## src/rtl/cos_series_engine.sv

```systemverilog
// ---------------------------------------------------------------------------
// cos_series_engine
//
// Sequential cosine evaluator. It computes
//     cos(x) = 1 - x^2/2! + x^4/4! - ...
// with the term recurrence term_k = term_(k-1) * x^2 * coef_(k-1). The
// coefficients come from the external coefficient ROM, which this block
// addresses through rom_sel.
//
// ROM contents, all Q8.8:
//     sel 0..6 = 1/2, 1/12, 1/30, 1/56, 1/90, 1/132, 1/182
//     sel 7    = 1.0
//
// Parameters
//   N_TERMS  number of series terms, including the constant 1.0 (legal 2..8)
//
// Ports
//   clk       in   1   rising-edge clock
//   rst_n     in   1   asynchronous active-low reset
//   start     in   1   request; only looked at in IDLE
//   x         in   16  angle, unsigned Q8.8 radians, latched together with start
//   rom_coef  in   16  ROM coefficient, Q8.8; combinational on rom_sel
//   rom_sel   out  3   ROM address (registered)
//   busy      out  1   high whenever the engine is not IDLE
//   done      out  1   one-cycle pulse; result is valid during it
//   result    out  16  cos(x), signed Q8.8, registered; holds until the next run
//
// Build option
//   COS_ROUND_EN  when defined, every >>8 adds 128 first (round half up).
//                 Otherwise the shift is an arithmetic truncation toward -inf.
// ---------------------------------------------------------------------------
module cos_series_engine #(
    parameter int N_TERMS = 7
) (
    input  logic        clk,
    input  logic        rst_n,
    input  logic        start,
    input  logic [15:0] x,
    input  logic [15:0] rom_coef,
    output logic [2:0]  rom_sel,
    output logic        busy,
    output logic        done,
    output logic [15:0] result
);

    typedef enum logic [2:0] {
        S_IDLE,
        S_INIT,
        S_SQUARE,
        S_MUL_X2,
        S_MUL_COEF,
        S_ACC,
        S_DONE
    } state_t;

    localparam logic [2:0]         K_LAST  = 3'(N_TERMS - 2);
    localparam logic signed [34:0] SAT_POS = 35'sd131071;
    localparam logic signed [34:0] SAT_NEG = -35'sd131071;

    state_t state, state_nxt;

    logic [15:0]        x_lat;
    logic [15:0]        x2;
    logic signed [17:0] term;
    logic signed [17:0] p;
    logic signed [17:0] sum;
    logic [2:0]         k;

    logic [31:0]        sq_u;
    logic signed [34:0] sq_sh;
    logic [15:0]        x2_nxt;
    logic signed [17:0] p_nxt;
    logic signed [17:0] term_nxt;
    logic signed [17:0] sum_nxt;

    // Sign-extend an 18-bit internal value to the 35-bit product width.
    function automatic logic signed [34:0] ext35(input logic signed [17:0] v);
        return {{17{v[17]}}, v};
    endfunction

    // Zero-extend an unsigned Q8.8 operand (x^2, ROM coefficient).
    function automatic logic signed [34:0] zext35(input logic [15:0] v);
        return {19'b0, v};
    endfunction

    // Drop the 8 extra fraction bits of a Q8.8 x Q8.8 product.
    function automatic logic signed [34:0] shr8(input logic signed [34:0] v);
`ifdef COS_ROUND_EN
        return (v + 35'sd128) >>> 8;
`else
        return v >>> 8;
`endif
    endfunction

    // Clamp to the symmetric 18-bit internal range +/-(2^17-1).
    function automatic logic signed [17:0] sat18(input logic signed [34:0] v);
        if (v > SAT_POS)
            return 18'sd131071;
        else if (v < SAT_NEG)
            return -18'sd131071;
        else
            return v[17:0];
    endfunction

    // Clamp the accumulator to the 16-bit signed output range.
    function automatic logic [15:0] sat16(input logic signed [17:0] v);
        if (v > 18'sd32767)
            return 16'h7FFF;
        else if (v < -18'sd32768)
            return 16'h8000;
        else
            return v[15:0];
    endfunction

    // Datapath arithmetic for each state's update.
    always_comb begin
        sq_u     = 32'(x_lat) * 32'(x_lat);
        sq_sh    = shr8($signed({3'b000, sq_u}));
        x2_nxt   = (sq_sh > 35'sd65535) ? 16'hFFFF : sq_sh[15:0];
        p_nxt    = sat18(shr8(ext35(term) * zext35(x2)));
        term_nxt = sat18(shr8(ext35(p) * zext35(rom_coef)));
        // Even k subtracts: the k=0 term is -x^2/2!, then the signs alternate.
        sum_nxt  = k[0] ? sat18(ext35(sum) + ext35(term))
                        : sat18(ext35(sum) - ext35(term));
    end

    always_ff @(posedge clk or negedge rst_n) begin
        if (!rst_n)
            state <= S_IDLE;
        else
            state <= state_nxt;
    end

    always_comb begin
        state_nxt = state;
        busy      = (state != S_IDLE);
        done      = (state == S_DONE);
        case (state)
            S_IDLE:     if (start) state_nxt = S_INIT;
            S_INIT:     state_nxt = S_SQUARE;
            S_SQUARE:   state_nxt = S_MUL_X2;
            S_MUL_X2:   state_nxt = S_MUL_COEF;
            S_MUL_COEF: state_nxt = S_ACC;
            S_ACC:      state_nxt = (k == K_LAST) ? S_DONE : S_MUL_X2;
            S_DONE:     state_nxt = S_IDLE;
            default:    state_nxt = S_IDLE;
        endcase
    end

    // rom_sel is set on the edge that enters INIT / MUL_COEF, so the ROM output
    // has a full cycle to settle before that state consumes rom_coef.
    // result is loaded on the edge that enters DONE, so it is valid with done.
    always_ff @(posedge clk or negedge rst_n) begin
        if (!rst_n) begin
            x_lat   <= '0;
            x2      <= '0;
            term    <= '0;
            p       <= '0;
            sum     <= '0;
            k       <= '0;
            rom_sel <= '0;
            result  <= '0;
        end else begin
            case (state)
                S_IDLE: begin
                    if (start) begin
                        x_lat   <= x;
                        rom_sel <= 3'd7;
                    end
                end
                S_INIT: begin
                    term <= $signed({2'b00, rom_coef});
                    sum  <= $signed({2'b00, rom_coef});
                    k    <= '0;
                end
                S_SQUARE: x2 <= x2_nxt;
                S_MUL_X2: begin
                    p       <= p_nxt;
                    rom_sel <= k;
                end
                S_MUL_COEF: term <= term_nxt;
                S_ACC: begin
                    sum <= sum_nxt;
                    if (k == K_LAST)
                        result <= sat16(sum_nxt);
                    else
                        k <= k + 3'd1;
                end
                default: ;
            endcase
        end
    end

endmodule
```

## config.mk

```make
export PLATFORM = sky130hd
export DESIGN_NAME = cos_series_engine
export DESIGN_NICKNAME = d
export VERILOG_FILES = /design/src/rtl/cos_series_engine.sv
export SDC_FILE = /design/constraint.sdc
export NUM_CORES = 2
export LEC_CHECK = 0
export ABC_AREA = 0
export BUFFER_PORTS_ARGS = -buffer_cell sky130_fd_sc_hd__buf_2
export CAP_MARGIN = 20
export CORE_MARGIN = 5
export CORE_UTILIZATION = 55
export DETAILED_ROUTE_END_ITERATION = 8
export GPL_TIMING_DRIVEN = 0
export PLACE_DENSITY_LB_ADDON = 0.12
export SYNTH_ARGS = -nofsm -noshare
export SYNTH_HDL_FRONTEND = slang
export SYNTH_SLANG_ARGS = --single-unit
```

## constraint.sdc

```tcl
create_clock -name clk -period 8.98 [get_ports clk]
set_input_delay 1.796 -clock clk [delete_from_list [all_inputs] [get_ports clk]]
set_output_delay 1.796 -clock clk [all_outputs]
set_load 0.005 [all_outputs]
```

==> summary.md <==
| Metric | Value |
|---|---|
| Post-synthesis sequential area ratio | 0.0753 |
| Hold EP | sum[3] |
| Register bit total from synthesis | 111 |
| Synth warn | 0 |
| TritonRoute pass-1 iters | 6 |
| Worst reg2reg setup slack | 0.31 ns |
| CTS tree | done |
| Highest routed layer | met5 |
| Clock Pin Slew Worst Setup and Hold Paths | 0.08 ns |
| Clk_skew | 0.0132 ns |
| Final Max Tran Viols | 0 |
| Placer Congestion | 0.939 |
| Routed len/inst | 19.4 um |
| H-tree depth | 3 |
| Post-synth EDFFs | 0 |
| WP data required | 9.24 ns |
| Synthesized Nets | 5,338 |
| Fin worst setup slack | 0.220 ns |
| Vias in the first global route | 29,400 |
| Asr flop ratio synth | 1.00 |
| Synthesis-to-finish area growth | 4.83% |
| Hold path cells | 2 |
| Top_reg_cell synth | dfrtp_1 |
| Delay-heaviest family, CP | adder cells |
| First-pass GRT wire length | 162 mm |
| WP buf/inv | 7 |
| Max Freq | 114 MHz |
| Place WS | -1.38 ns |
| DRT iter0 DRCs | 2,102 |
| Rel. slew slack | 0.326 |
| Nets | 5,380 |
| Slowest cell on crit path | fa_1 |
| Reg2Reg Launch Point | term[4] |
| Syn Area/Cell | 8.68 sq um |
| Source of the critical timing path | rom_coef[5] |
| Port bufs | 52 |
| Initial cell density of the core | 0.552 |
| Final min period | 8.76 ns |
| Worst Reg2Reg Path Length in Cells | 26 |
| Io pins | 56 |
| Die Ht | 269 um |
| Met3 WL post-DR | 7.69 mm |
| Worst-case clock buffer depth | 2 |
| DRT antenna net count | 0 |
| Die width | 269 um |
| Met1 wire length | 44.6 mm |
| Delay of the slowest critical-path stage | 0.56 ns |
| Worst hold start | sum[3] |
| Largest net degree at the start of global routing | 91 |
| Worst-Skew Late Latency | 0.41 ns |
| Worst-Margin Slew | 1.01 ns |
| FF-to-FF End | p[13] |
| Final hold viol count | 0 |
| Share of cells above drive strength 1 | 0.0361 |
| Met2 wire len | 45.3 mm |
| Drt drc | 0 |
| Worst path arrival time | 9.02 ns |
| Detailed Place HPWL | 84.9 mm |
| Post-Synthesis Cells | 4,247 |
| Via count | 28,800 |
| Vias per Instance | 5.58 |
| Critical Path Fanout Max | 11 |
| Status | finished, final reports clean |
| Sinks on Clock Net | 111 |
| CTS Buf Count | 9 |
| GRT Total Usage | 0.287 |
| Initial antenna violation count | 5 |
| Clk root buf | clkbuf_16 |
| Post-route clock period utilization | 0.976 |
| Critical path capture point type | flop |
| Grt ovf | 0 |
| Die area | 0.0723 sq mm |
| Mapped cell area | 0.0369 sq mm |
| Worst setup SP type | input port |
| Setup Viol. Count Final | 0 |
| Core area | 0.0668 sq mm |
| Min-delay worst type | reg -> reg |
| Crit Path Category | in -> reg |
| Cell mode on critical path | fa_1 |
| Std-Cell Rows | 95 |
| # Max-Cap Violations | 0 |
| RSZ-0062 raised after global routing | true |
| Final wirelength | 100 mm |
| Cell variety after synth | 85 |
## state kept, by name, summed over array words and instances (netlist names)
signal and flops:
sum 18, result 16, x2 16, term 18, state 3, x_lat 16
p 18, rom_sel 3, k 3
## worst max-delay path by stage
stage / to / depth (start not counted)
detailed placement: term[9] / 26
global placement: term[9] / 28
global route: term[9] / 26
CTS: term[9] / 26
floorplan: term[16] / 25
finish: term[9] / 25
## cell families (layout without fill, tap and decap cells)
kind of cell               count (synthesis)  in the layout  synth area share
other                                      0              3                 0
adders and majority gates               1060           1060             0.512
muxes                                     32             32           0.00909
DFF                                      111            111            0.0753
and+or+nand+nor                         1191           1191             0.159
AOI/OAI and AO/OA                        532            532            0.0944
buffers and inverters                   1209           1256             0.124
xor gates and xnor gates                 112            112            0.0266
## worst register-to-register path, cell delays in order (launching register included)
cell,delay (ns)
dfrtp_1,0.64
clkbuf_2,0.40
and2_1,0.27
fa_1,0.54
inv_1,0.06
fa_1,0.44
fa_1,0.46
fa_1,0.50
inv_1,0.06
fa_1,0.56
inv_1,0.06
fa_1,0.53
inv_1,0.04
ha_1,0.27
clkbuf_1,0.21
o21ai_0,0.28
o21ai_0,0.14
o221ai_1,0.39
a21boi_0,0.20
or3_1,0.36
a211oi_1,0.28
nand4_1,0.18
nor4_1,0.49
o41a_1,0.23
clkbuf_1,0.35
clkbuf_1,0.44
o22ai_1,0.13
## synth_stat cells, types with 20 or more instances
master,n,area share
a211oi_1,26,0.0053
a21o_1,33,0.0067
a21oi_1,126,0.017
a31oi_1,21,0.0036
and2_1,330,0.056
and3_1,27,0.0046
clkbuf_1,187,0.019
dfrtp_1,111,0.075
fa_1,748,0.41
ha_1,308,0.10
inv_1,1010,0.10
mux2i_1,20,0.0054
nand2_1,473,0.048
nand2b_1,20,0.0034
nand3_1,35,0.0048
nand4_1,20,0.0034
nor2_1,158,0.016
nor2b_1,26,0.0044
nor3_1,30,0.0041
o211ai_1,27,0.0055
o21a_1,20,0.0041
o21ai_0,112,0.015
o22ai_1,45,0.0076
xnor2_1,73,0.017
xor2_1,39,0.0093
## metal layers
metal,GRT usage,up-vias
met3,0.0510,140
met5,0,-
met4,0.0708,4
li1,-,13100
met1,0.426,14700
met2,0.442,936
## stage by stage
stage | setup TNS (ns) | cells | util | hold slack [ns] | area [sq um]
global route | -0.379 | 5167 | 0.579 | 0.572 | 38700
CTS | 0 | 5170 | 0.577 | 0.533 | 38500
floorplan | 0 | 4247 | - | 0.470 | 36900
finish | 0 | 5170 | 0.579 | 0.535 | 38700
detailed placement | -22.98 | 5174 | 0.573 | 0.514 | 38300
global placement | -23.01 | 5172 | 0.572 | 0.506 | 38200
## layout make-up
type,count,area [sq um]
Antenna cell,3,7.51
Clock inverter,7,88.8
Timing Repair Buffer,57,340
Multi-Input combinational cell,2927,29600
Inverter,1012,3810
Sequential cell,111,2780
Clock buffer,9,225
Fill cell,6268,28100
Buffer,171,691
Tap cell,873,1090
## layout by cell type, fill, tap and decap left out, types with 26 or more instances in the layout
| master | count |
|---|---|
| inv_1 | 1008 |
| fa_1 | 747 |
| nand2_1 | 473 |
| and2_1 | 330 |
| ha_1 | 308 |
| nor2_1 | 158 |
| clkbuf_1 | 140 |
| a21oi_1 | 123 |
| o21ai_0 | 110 |
| dfrtp_1 | 110 |
| xnor2_1 | 73 |
| buf_2 | 53 |
| o22ai_1 | 44 |
| xor2_1 | 39 |
| nand3_1 | 35 |
| a21o_1 | 33 |
| nor3_1 | 29 |
| and3_1 | 27 |
| o211ai_1 | 27 |
| nor2b_1 | 26 |
## timing repair
item                                    CTS  global route
pin swaps                                 0             0
resized for setup                         8            60
endpoints found under the setup margin   18            32
setup buffers                             0             2
hold buffers                              0             0
Power is not shown: default switching activity piles up to over one toggle a cycle in this logic, so the estimate is an artifact.
